File: config.mk
export PLATFORM = sky130hd
export DESIGN_NAME = vmem_arb
export DESIGN_NICKNAME = d
export VERILOG_FILES = /design/src/rtl/vmem_arb.sv
export SDC_FILE = /design/constraint.sdc
export NUM_CORES = 1
export LEC_CHECK = 0
export CORE_UTILIZATION = 35
export DETAILED_ROUTE_END_ITERATION = 6
export GPL_ROUTABILITY_DRIVEN = 0
export PLACE_DENSITY = 0.76
export SYNTH_ARGS = -nofsm -noshare
export SYNTH_HDL_FRONTEND = slang
export SYNTH_SLANG_ARGS = --single-unit
File: constraint.sdc
create_clock -name clk -period 2.4 [get_ports clk]
set_clock_uncertainty 0.05 [all_clocks]
set_input_delay 0.6 -clock clk [delete_from_list [all_inputs] [get_ports clk]]
set_output_delay 0.6 -clock clk [all_outputs]
set_load 0.02 [all_outputs]
File: src/rtl/vmem_arb.sv
// Framebuffer port arbiter: scan-out reads beat clear-screen fills, which beat CPU writes.
// Only one single-port memory access is granted per cycle.
module vmem_arb #(
    parameter int H_RES = 640,
    parameter int V_RES = 480,
    parameter int AW    = 19,
    parameter int DW    = 24
) (
    input  logic          clk,
    input  logic          rst,
    input  logic          vga_req,
    input  logic [AW-1:0] vga_addr,
    output logic [DW-1:0] vga_data,
    input  logic          cpu_valid,
    output logic          cpu_ready,
    input  logic [AW-1:0] cpu_addr,
    input  logic [DW-1:0] cpu_wdata,
    input  logic          fill_start,
    input  logic [DW-1:0] fill_color,
    output logic          fill_busy,
    output logic          wr_drop,
    output logic          mem_en,
    output logic          mem_we,
    output logic [AW-1:0] mem_addr,
    output logic [DW-1:0] mem_wdata,
    input  logic [DW-1:0] mem_rdata
);

    // PIXELS carries one extra bit so a framebuffer of exactly 2^AW words still compares correctly.
    localparam logic [AW:0]   PIXELS    = (AW+1)'(H_RES * V_RES);
    localparam logic [AW-1:0] LAST_ADDR = AW'(H_RES * V_RES - 1);

    typedef enum logic {
        IDLE = 1'b0,
        FILL = 1'b1
    } state_t;

    state_t        r_state;
    logic [AW-1:0] r_fill_cnt;
    logic [DW-1:0] r_fill_color;
    logic          r_vga_rd_p1;
    logic [DW-1:0] r_vga_data_p1;

    logic w_idle;
    logic w_vga_rd;
    logic w_fill_wr;
    logic w_cpu_ready;
    logic w_cpu_xfer;
    logic w_cpu_inrange;

    assign w_idle        = (r_state == IDLE);
    assign w_vga_rd      = !rst && vga_req;
    assign w_fill_wr     = !rst && (r_state == FILL) && !vga_req;
    assign w_cpu_ready   = !rst && w_idle && !vga_req && !fill_start;
    assign w_cpu_xfer    = cpu_valid && w_cpu_ready;
    assign w_cpu_inrange = ({1'b0, cpu_addr} < PIXELS);

    assign cpu_ready = w_cpu_ready;
    assign fill_busy = !rst && (r_state == FILL);
    assign wr_drop   = w_cpu_xfer && !w_cpu_inrange;
    assign vga_data  = r_vga_data_p1;

    // Memory port mux, priority order: scan-out read, fill write, CPU write.
    always_comb begin
        mem_en    = 1'b0;
        mem_we    = 1'b0;
        mem_addr  = '0;
        mem_wdata = '0;
        if (w_vga_rd) begin
            mem_en   = 1'b1;
            mem_addr = vga_addr;
        end else if (w_fill_wr) begin
            mem_en    = 1'b1;
            mem_we    = 1'b1;
            mem_addr  = r_fill_cnt;
            mem_wdata = r_fill_color;
        end else if (w_cpu_xfer && w_cpu_inrange) begin
            mem_en    = 1'b1;
            mem_we    = 1'b1;
            mem_addr  = cpu_addr;
            mem_wdata = cpu_wdata;
        end
    end

    always_ff @(posedge clk) begin
        if (rst) begin
            r_state       <= IDLE;
            r_fill_cnt    <= '0;
            r_fill_color  <= '0;
            r_vga_rd_p1   <= 1'b0;
            r_vga_data_p1 <= '0;
        end else begin
            // Read-data stage: memory returns data the cycle after the read.
            r_vga_rd_p1 <= vga_req;
            if (r_vga_rd_p1) begin
                r_vga_data_p1 <= mem_rdata;
            end

            case (r_state)
                IDLE: begin
                    if (fill_start) begin
                        r_state      <= FILL;
                        r_fill_cnt   <= '0;
                        r_fill_color <= fill_color;
                    end
                end
                FILL: begin
                    // A scan-out read stalls the fill without losing its place.
                    if (!vga_req) begin
                        if (r_fill_cnt == LAST_ADDR) begin
                            r_state    <= IDLE;
                            r_fill_cnt <= '0;
                        end else begin
                            r_fill_cnt <= r_fill_cnt + 1'b1;
                        end
                    end
                end
                default: begin
                    r_state <= IDLE;
                end
            endcase
        end
    end

endmodule

Word-level counts from Yosys, hierarchy flattened
Index checks and enable logic that the tools add are counted.

Add/subtract/negate cells: 1. $lt $le $gt $ge: 1. Equal/unequal tests: 3. Muxes and demuxes: 18. Bitwise gates (word level): 1. Reductions and logical operators: 15.

Operators by type and width (number): $mux W19 (6); $mux W24 (3); $pmux W19 S2 (1); $add A19 B1 Y19 const B (1); $eq A19 B19 Y1 const B (1); $lt A19 B19 Y1 const B (1); $logic_and A1 B1 Y1 (9); $mux W1 (7); $logic_not A1 Y1 (4); $ne A2 B2 Y1 const B (2); $reduce_and A2 Y1 (2); $pmux W1 S2 (1); $not A1 Y1 (1).

Register bits after elaboration: 69. Input bits: 115. Output and inout port bits: 72. Logic and storage cells: 44.

Depth between registers and ports, before layout
Gate-level depths: netlist of the first run.

Depth after elaboration: 9. Mapped depth: 10. Depth with buffers taken out: 6.

Worst setup path after synthesis of the first run
Ideal clock, no wire load.

Kind: in2out. Start point: input port rst. End point: output port mem_wdata[10]. Arrival: 2.241 ns. Required time: 1.750 ns. Setup slack: -0.491 ns. Stages: 7. Buffers on the path: 2. Path through: buf_2 -> nor4_2 -> nand2_1 -> a21oi_1 -> nor2_1 -> buf_2 -> nor2_1.

Word-level cells in the longest chain between the ends: 9. Elaborated cells between the ends (all ways): 12. Those cells by class: mux (3); reduce/logical (9).

RTL lines: start, declared (RTL line 10) `input logic rst,`; $logic_not A1 Y1 (RTL line 54) `assign w_cpu_ready = !rst && w_idle && !vga_req && !fill_start;`; $logic_and A1 B1 Y1 (3 in series) (RTL line 54); net cpu_ready (RTL line 15) `output logic cpu_ready,`; $logic_and A1 B1 Y1 (RTL line 55) `assign w_cpu_xfer = cpu_valid && w_cpu_ready;`; $logic_and A1 B1 Y1 (RTL line 77) `end else if (w_cpu_xfer && w_cpu_inrange) begin`; $mux W24 (RTL line 77); $mux W24 (RTL line 72) `end else if (w_fill_wr) begin`; $mux W24 (RTL line 69) `if (w_vga_rd) begin`; end, declared (RTL line 25) `output logic [DW-1:0] mem_wdata,`.

The timed path passes the listed nets, and every way through them passes these cells.

Worst setup path in the final report of the first run
Start point: input port cpu_addr[13]. End point: output port mem_wdata[21].

Word-level cells in the longest chain between the ends: 5.

RTL lines: start, declared (RTL line 16) `input logic [AW-1:0] cpu_addr,`; $lt A19 B19 Y1 (RTL line 56) `assign w_cpu_inrange = ({1'b0, cpu_addr} < PIXELS);`; $logic_and A1 B1 Y1 (RTL line 77); $mux W24 (RTL line 77); $mux W24 (RTL line 72); $mux W24 (RTL line 69).

Every way passes these cells.

==> results of run 1 <==
## what timing repair did
| action | 4_1_cts | 5_1_grt |
|---|---|---|
| gates resized for setup | 320 | 22 |
| setup buffers | 22 | 7 |
| pin swaps | 9 | 8 |
| endpoints found under the setup margin | 48 | 45 |
| gates cloned | 2 | 1 |
## cell usage after synthesis (2+ instances only)
cell and number:
sky130_fd_sc_hd__dfxtp_1 69, sky130_fd_sc_hd__mux2i_1 30, sky130_fd_sc_hd__nand4_1 4, sky130_fd_sc_hd__and3_1 2, sky130_fd_sc_hd__o22ai_1 24, sky130_fd_sc_hd__o21ai_0 11, sky130_fd_sc_hd__a311oi_1 2, sky130_fd_sc_hd__a222oi_1 17
sky130_fd_sc_hd__nand2_1 69, sky130_fd_sc_hd__a21oi_1 30, sky130_fd_sc_hd__nand3_1 13, sky130_fd_sc_hd__buf_6 3, sky130_fd_sc_hd__nor2_1 61, sky130_fd_sc_hd__buf_2 15, sky130_fd_sc_hd__nor2b_1 2, sky130_fd_sc_hd__xor2_1 2
sky130_fd_sc_hd__inv_1 21, sky130_fd_sc_hd__o211ai_1 2, sky130_fd_sc_hd__and4_1 2, sky130_fd_sc_hd__a211oi_1 3, sky130_fd_sc_hd__nor3_1 2, sky130_fd_sc_hd__clkbuf_1 15
## final cells by class
type                       count  area [sq um]  area share
inverter                      22          82.6      0.0129
timing repair buffer         242          2550       0.398
tap                          129           161      0.0251
sequential                    69          1380       0.215
multi-input combinational    302          2040       0.317
clock inverter                 6          70.1      0.0109
clock buffer                  10           138      0.0214
## cells by family after synthesis
family                   count (synthesis)
flip-flops                              69
AND/OR/NAND/NOR                        168
buffers and inverters                   56
adder cells (fa/ha/maj)                  1
XOR/XNOR                                 2
multiplexers                            30
AO/OA/AOI/OAI                          101
## cells in the final DEF, fill, tap and decap left out, types with 2 or more instances in the layout
cell and n:
sky130_fd_sc_hd__nor3_1 2, sky130_fd_sc_hd__clkdlybuf4s50_1 127, sky130_fd_sc_hd__buf_4 28, sky130_fd_sc_hd__clkinv_4 3, sky130_fd_sc_hd__buf_2 3, sky130_fd_sc_hd__nand2_1 68
sky130_fd_sc_hd__nor2_1 35, sky130_fd_sc_hd__a21oi_1 29, sky130_fd_sc_hd__buf_8 3, sky130_fd_sc_hd__a222oi_1 17, sky130_fd_sc_hd__inv_1 19, sky130_fd_sc_hd__buf_12 10
sky130_fd_sc_hd__nand4_1 4, sky130_fd_sc_hd__xor2_1 2, sky130_fd_sc_hd__a311oi_1 2, sky130_fd_sc_hd__buf_6 62, sky130_fd_sc_hd__nand3_1 13, sky130_fd_sc_hd__a211oi_1 3
sky130_fd_sc_hd__nor4_4 2, sky130_fd_sc_hd__o22ai_1 24, sky130_fd_sc_hd__dfxtp_1 69, sky130_fd_sc_hd__o21ai_0 11, sky130_fd_sc_hd__mux2i_1 30, sky130_fd_sc_hd__and4_1 2
sky130_fd_sc_hd__o211ai_1 2, sky130_fd_sc_hd__a21oi_4 2, sky130_fd_sc_hd__dlygate4sd2_1 5, sky130_fd_sc_hd__and3_1 2, sky130_fd_sc_hd__nor2_4 26, sky130_fd_sc_hd__clkbuf_8 10
sky130_fd_sc_hd__inv_2 3
## path summary, 6_finish.rpt
path,endpoint,slack [ns]
setup / recovery,mem_wdata[21],-0.28
hold / removal,r_fill_color[5],0.41
setup reg to reg,r_fill_cnt[13],0.31
hold reg to reg,r_fill_color[5],0.41
## tightest hold or removal path, stage by stage, from the launching register on
cell	delay, ns
sky130_fd_sc_hd__dfxtp_1	0.32
sky130_fd_sc_hd__nand2_1	0.05
sky130_fd_sc_hd__a21oi_1	0.05
## stage by stage
step,cells,TNS (ns)
after global routing,780,-10.70
after floorplan,427,-1.58
after detailed placement,733,-48.20
final,780,-9.30
after global placement,733,-47.35
after CTS,773,-8.58
## flip-flops by register name, summed over array words and instances, names as in the netlist
name	cells
r_fill_cnt	19
r_fill_color	24
r_state	1
r_vga_rd_p1	1
vga_data	24
## report_power, final
part / leakage (nW) / switching (mW) / internal (mW) / total (mW)
registers: 0.563 / 0.0279 / 1.19 / 1.22
clock network: 0.107 / 0.481 / 0.516 / 0.997
logic: 1.96 / 0.348 / 0.433 / 0.781
total: 2.63 / 0.857 / 2.14 / 3.00
## per-layer routing
| metal | vias to the layer above | part of all wire |
|---|---|---|
| met2 | 165 | 0.52 |
| met3 | 12 | 0.074 |
| li1 | 1953 | - |
| met5 | - | 0 |
| met1 | 1959 | 0.39 |
| met4 | 0 | 0.010 |
==> reports/results.txt, run 1 <==
Time the worst path needs with I/O delays and setup -> 2.68 ns
Flops & latches, synth -> 69
Number of cells on the critical path -> 10
Yosys warning count -> 0
Register area share after synthesis -> 0.404
Diodes inserted -> 0
Element type at the critical path end -> output port
Post-CTS clock slew at the launch and capture registers of the worst setup and hold paths -> 0.08 ns
Violated checks -> negative setup slack
Final-layout fill cell count -> 746
Synth Area per Inst -> 8.02 sq um
Full die area -> 0.0102 sq mm
CTS Root Buffer Type -> sky130_fd_sc_hd__clkbuf_8
Critical Path, Cell by Cell -> buf_6 -> a21o_1 -> a211o_1 -> a21oi_4 -> buf_12 -> nor2_4 -> clkbuf_16 -> buf_6 -> nor2_4 -> buf_6
Total power per unit cell area -> 467 mW/mm^2
Final Hold Viols -> 0
Post-synthesis net count -> 543
Share of Yosys cell area claimed by the top area cell type -> 0.404
Maximum fanout along the worst path -> 7
Cells taking the most area after synthesis -> sky130_fd_sc_hd__dfxtp_1 40%, sky130_fd_sc_hd__mux2i_1 8.8%, sky130_fd_sc_hd__nand2_1 7.6%
CP max stage cell -> sky130_fd_sc_hd__a211o_1
Clock tree from TritonCTS -> yes
Number of instances in the synthesized netlist -> 427
Min-delay src -> r_fill_color[5]
Via count of the first global-routing pass -> 3,782
Distinct cell type count after synthesis -> 50
Max_cap viols -> 0
Count of final setup violators -> 44
Vias post-DR -> 4,089
Starting DRC count in detailed routing -> 167
Final design utilization -> 0.685
Setup Slack @ Placement -> -1.05 ns
# DRC -> 0
Critical path data arrival time -> 2.03 ns
XOR/XNOR share of the synthesized area -> 0.00512
Unrepaired setup endpoints after global routing -> true
Main combinational cell family by area after synthesis -> simple AND/OR/NAND/NOR gates
Compound-Gate Fraction of Synth Area -> 0.202
Launch point of the worst path -> cpu_addr[13]
Largest stage delay on the critical path -> 0.30 ns
Buffers on Ports -> 186
Reg-to-Reg Start -> r_fill_cnt[0]
Largest net degree at the start of global routing -> 49
Total Nets Final -> 762
Simple-gate share of the synthesized area -> 0.224
R2R cell count -> 6
CTS H-Tree Depth -> 3
Number of buffers inserted for hold repair after clock tree synthesis -> 0
Buffers and inverters on the worst path -> 5
WHS Path Cells -> 2
Global-route wire length before repair -> 18,600 microns
Leftover overflow at the end of global routing -> 0
Kind of path behind the tightest hold check -> reg -> reg
Count of boundary I/O pins -> 187
Number of CTS-inserted buffers -> 9
Total power draw -> 3.00 mW
Highest achievable clock rate -> 374 MHz
Max-slew headroom at the worst pin -> 0.614
Count of clock tree sinks -> 69
Main flop type after synthesis -> sky130_fd_sc_hd__dfxtp_1
Average detailed-routed wire length per instance -> 16.3 microns
Initial cell density of the core -> 0.365
Detailed-routing iteration count for the pre-antenna-repair pass -> 5
Post-layout worst setup margin -> -0.277 ns
GR peak layer -> met2
Post-route antenna net violation count -> 0
Grt met3 use -> 0.0506
Die Ht -> 101 microns
Number of slew-limit violations in the final report -> 0
Post-Route Hold Slack -> 0.406 ns
Number of vias per cell after detailed routing -> 5.24
Area leader, netlist -> sky130_fd_sc_hd__dfxtp_1
Outcome -> finished, violations left
Placed Area -> 0.00574 sq mm
M2 GR Usage -> 0.433
Maximum buffer depth of the clock tree -> 2
Share of synthesized registers carrying an async set or reset -> 0
IR Drop Worst-Case VDD -> 306 uV
Antenna violations before repair -> 0
Overall Global Routing Usage -> 0.232
Mux cell area share after synthesis -> 0.0877
Final Cycle Share -> 1.12
Worst Path Required -> 1.75 ns
Post-Syn Area -> 0.00342 sq mm
Routed wire length -> 12,700 microns
Summed area of non-filler cells in the final layout -> 0.00642 sq mm
Leak Pwr -> 2.63 nW
Path type of the worst setup path -> in -> out
Dpl hpwl -> 8500 microns
Post-synthesis adder-cell area fraction -> 0.00365
Syn-to-layout area delta -> 87.6%
Family with the most delay on the worst path -> compound AO/OA/AOI/OAI gates
Core region area -> 0.00937 sq mm
Clock insertion delay at the later pin of the skew report -> 0.33 ns
Global routing met1 resource utilization -> 0.272
Count of flip-flops with a built-in enable after synthesis -> 0
Die width -> 101 microns
Category of the worst setup path launch point -> input port
Ratio of cells with drive above 1 in the final layout -> 0.261
Most used cell, CP -> sky130_fd_sc_hd__buf_6
Cell row count -> 35
Transition time of the tightest slew-check pin -> 0.576 ns
(Power assumes the default switching activity.)
==> run 2, diff against run 1 <==
ABC_AREA = 1   (was default)
CORE_UTILIZATION = 37   (was 35)
GPL_TIMING_DRIVEN = 0   (was default)
PLACE_DENSITY = 0.78   (was 0.76)
==> reports/results.txt, run 2 <==
Outcome -> finished, violations left
Violated checks -> negative setup slack
Post-CTS clock slew at the launch and capture registers of the worst setup and hold paths -> 0.08 ns
Count of final setup violators -> 8
Yosys warning count -> 0
Via count of the first global-routing pass -> 4,446
Category of the worst setup path launch point -> input port
Overall Global Routing Usage -> 0.258
Clock tree from TritonCTS -> yes
Core region area -> 0.00977 sq mm
Post-layout worst setup margin -> -0.0405 ns
Unrepaired setup endpoints after global routing -> true
Share of Yosys cell area claimed by the top area cell type -> 0.369
Number of instances in the synthesized netlist -> 574
End of the worst register-to-register path -> r_fill_cnt[12]
Setup Slack @ Placement -> -1.14 ns
Launch point of the worst path -> fill_start
Cells taking the most area after synthesis -> sky130_fd_sc_hd__dfxtp_1 37%, sky130_fd_sc_hd__nand2_1 14%, sky130_fd_sc_hd__nor2_1 11%
Critical path data arrival time -> 1.79 ns
# DRC -> 0
Starting DRC count in detailed routing -> 198
Final Hold Viols -> 0
Path type of the worst setup path -> in -> out
Clock insertion delay at the later pin of the skew report -> 0.35 ns
Reg-to-Reg Start -> r_fill_cnt[0]
Min-delay src -> rst
Cell row count -> 36
Distinct cell type count after synthesis -> 27
Number of vias per cell after detailed routing -> 5.03
Vias post-DR -> 4,658
Leak Pwr -> 2.67 nW
CP max stage cell -> sky130_fd_sc_hd__and2_4
Top-count cell post-synth -> sky130_fd_sc_hd__nand2_1
Count of clock tree sinks -> 69
Max-slew headroom at the worst pin -> 0.698
Final Cycle Share -> 1.02
Share of synthesized registers carrying an async set or reset -> 0
Main flop type after synthesis -> sky130_fd_sc_hd__dfxtp_1
Share of power burned in the clock network -> 0.336
Combinational fraction of design power -> 0.237
Post-Route Hold Slack -> 0.399 ns
Switch Pwr -> 0.855 mW
Count of boundary I/O pins -> 187
Kind of path behind the tightest hold check -> in -> reg
IR Drop Worst-Case VDD -> 426 uV
Max_cap viols -> 0
Sequential power share -> 0.426
Diodes inserted -> 0
Leading cell types by count after synthesis -> 136 x sky130_fd_sc_hd__nand2_1, 114 x sky130_fd_sc_hd__nor2_1, 69 x sky130_fd_sc_hd__dfxtp_1
Leftover overflow at the end of global routing -> 0
Die width -> 103 microns
Placed Area -> 0.00577 sq mm
Average detailed-routed wire length per instance -> 14.8 microns
Number of CTS-inserted buffers -> 9
Largest net degree at the start of global routing -> 14
Count of flip-flops with a built-in enable after synthesis -> 0
Total Nets Final -> 904
Final-layout fill cell count -> 814
Flops & latches, synth -> 69
Global-route wire length before repair -> 21,000 microns
Syn-to-layout area delta -> 74.3%
Transition time of the tightest slew-check pin -> 0.454 ns
Summed area of non-filler cells in the final layout -> 0.00652 sq mm
Critical Path, Cell by Cell -> buf_6 -> inv_4 -> nand2_4 -> nor3_4 -> and2_4 -> buf_12 -> buf_8 -> nand3_4 -> o211ai_1 -> buf_4
Total power draw -> 2.91 mW
Critical path endpoint -> mem_addr[16]
Number of slew-limit violations in the final report -> 0
Internal power -> 2.05 mW
CTS Root Buffer Type -> sky130_fd_sc_hd__clkbuf_8
Post-route antenna net violation count -> 0
Largest stage delay on the critical path -> 0.21 ns
R2R cell count -> 9
Most common cell after layout, fill and taps aside -> sky130_fd_sc_hd__clkdlybuf4s50_1
Detailed-routing iteration count for the pre-antenna-repair pass -> 5
WHS Path Cells -> 2
Most used cells in the layout excluding fill and tap cells -> 128 x sky130_fd_sc_hd__clkdlybuf4s50_1, 126 x sky130_fd_sc_hd__nand2_1, 113 x sky130_fd_sc_hd__nor2_1, 68 x sky130_fd_sc_hd__dfxtp_1, 55 x sky130_fd_sc_hd__o21ai_0
Die Ht -> 103 microns
CTS H-Tree Depth -> 3
Post-synthesis net count -> 690
Initial cell density of the core -> 0.382
Highest achievable clock rate -> 410 MHz
Register area share after synthesis -> 0.369
Element type at the critical path end -> output port
Time the worst path needs with I/O delays and setup -> 2.44 ns
Buffers on Ports -> 185
Maximum buffer depth of the clock tree -> 2
Worst Path Required -> 1.75 ns
Ratio of cells with drive above 1 in the final layout -> 0.237
Routed wire length -> 13,700 microns
Total power per unit cell area -> 446 mW/mm^2
Switching share of power -> 0.294
Dpl hpwl -> 9550 microns
Full die area -> 0.0105 sq mm
Post-Syn Area -> 0.00374 sq mm
Register-to-Register Setup Slack -> 0.67 ns
Area leader, netlist -> sky130_fd_sc_hd__dfxtp_1
Final design utilization -> 0.667
Maximum fanout along the worst path -> 5
Synth Area per Inst -> 6.51 sq um
Antenna violations before repair -> 0
[run 2: cell count changes after synthesis, sizes merged, moves of 14 or more]
cell and change:
mux2i -30, inv +14, o21ai +45, a21oi -14, nor2 +63, a222oi -17, o211ai +15, o22ai -24
nand2 +74, nand3 +52
[run 2: layout make-up]
cell class | instances | area (sq um) | share of cell area
Tap cell | 133 | 166 | 0.0255
Clock buffer | 9 | 124 | 0.0190
Inverter | 37 | 146 | 0.0225
Sequential cell | 69 | 1380 | 0.212
Timing Repair Buffer | 203 | 2070 | 0.317
Buffer | 31 | 262 | 0.0401
Multi-Input combinational cell | 437 | 2300 | 0.352
Clock inverter | 7 | 75.1 | 0.0115
[run 2: per-stage QoR]
stage               cells  setup TNS (ns)
global placement      892          -46.72
floorplan             574         -0.0131
global route          926           -1.81
CTS                   923          -0.243
detailed placement    892          -47.30
finish                926          -0.166
[run 2: power by group through the flow]
| stage | logic [mW] | registers [mW] | clock network, mW |
|---|---|---|---|
| 6_report | 0.690 | 1.24 | 0.977 |
| 5_1_grt | 0.740 | 1.25 | 1.04 |
| 4_1_cts | 0.649 | 1.24 | 0.991 |
| 3_5_place_dp | 0.603 | 1.26 | 0 |
| 3_3_place_gp | 0.593 | 1.26 | 0 |
| 2_1_floorplan | 0.220 | 1.29 | 0 |
[run 2: cell families (layout without fill, tap and decap cells)]
family,after synthesis,in the layout,share of synthesized area
xor gates and xnor gates,3,3,0.00703
adders and majority gates,1,1,0.00335
and+or+nand+nor,340,341,0.394
buffers and inverters,69,287,0.0873
AOI/OAI and AO/OA,92,92,0.139
DFF,69,69,0.369
[run 2: worst min-delay path by stage]
stage	end	slack [ns]
after global routing	r_fill_cnt[17]	0.38
after floorplan	r_fill_cnt[14]	0.42
after global placement	vga_data[12]	0.42
after detailed placement	vga_data[6]	0.43
after CTS	r_fill_cnt[18]	0.38
final	r_fill_cnt[18]	0.40
[run 2: worst max-delay path: cells and delay by family]
family / cells / cell delay [ns]
AOI/OAI and AO/OA: 1 / 0.10
buffers and inverters: 5 / 0.59
and+or+nand+nor: 4 / 0.49
[run 2: repair_timing]
item / in CTS / in global routing
setup endpoints to repair: 48 / 47
pin swaps: 22 / 31
cloned: 6 / 1
buffers inserted: 10 / 2
resized for setup: 285 / 97
hold buffers: 0 / 0
[run 2: layer usage]
metal / vias up / routed length, microns / global-route usage
met5: - / 0 / 0
met4: 0 / 425 / 0.130
met3: 34 / 1090 / 0.0773
met2: 203 / 6790 / 0.432
met1: 2138 / 5430 / 0.297
li1: 2283 / - / -
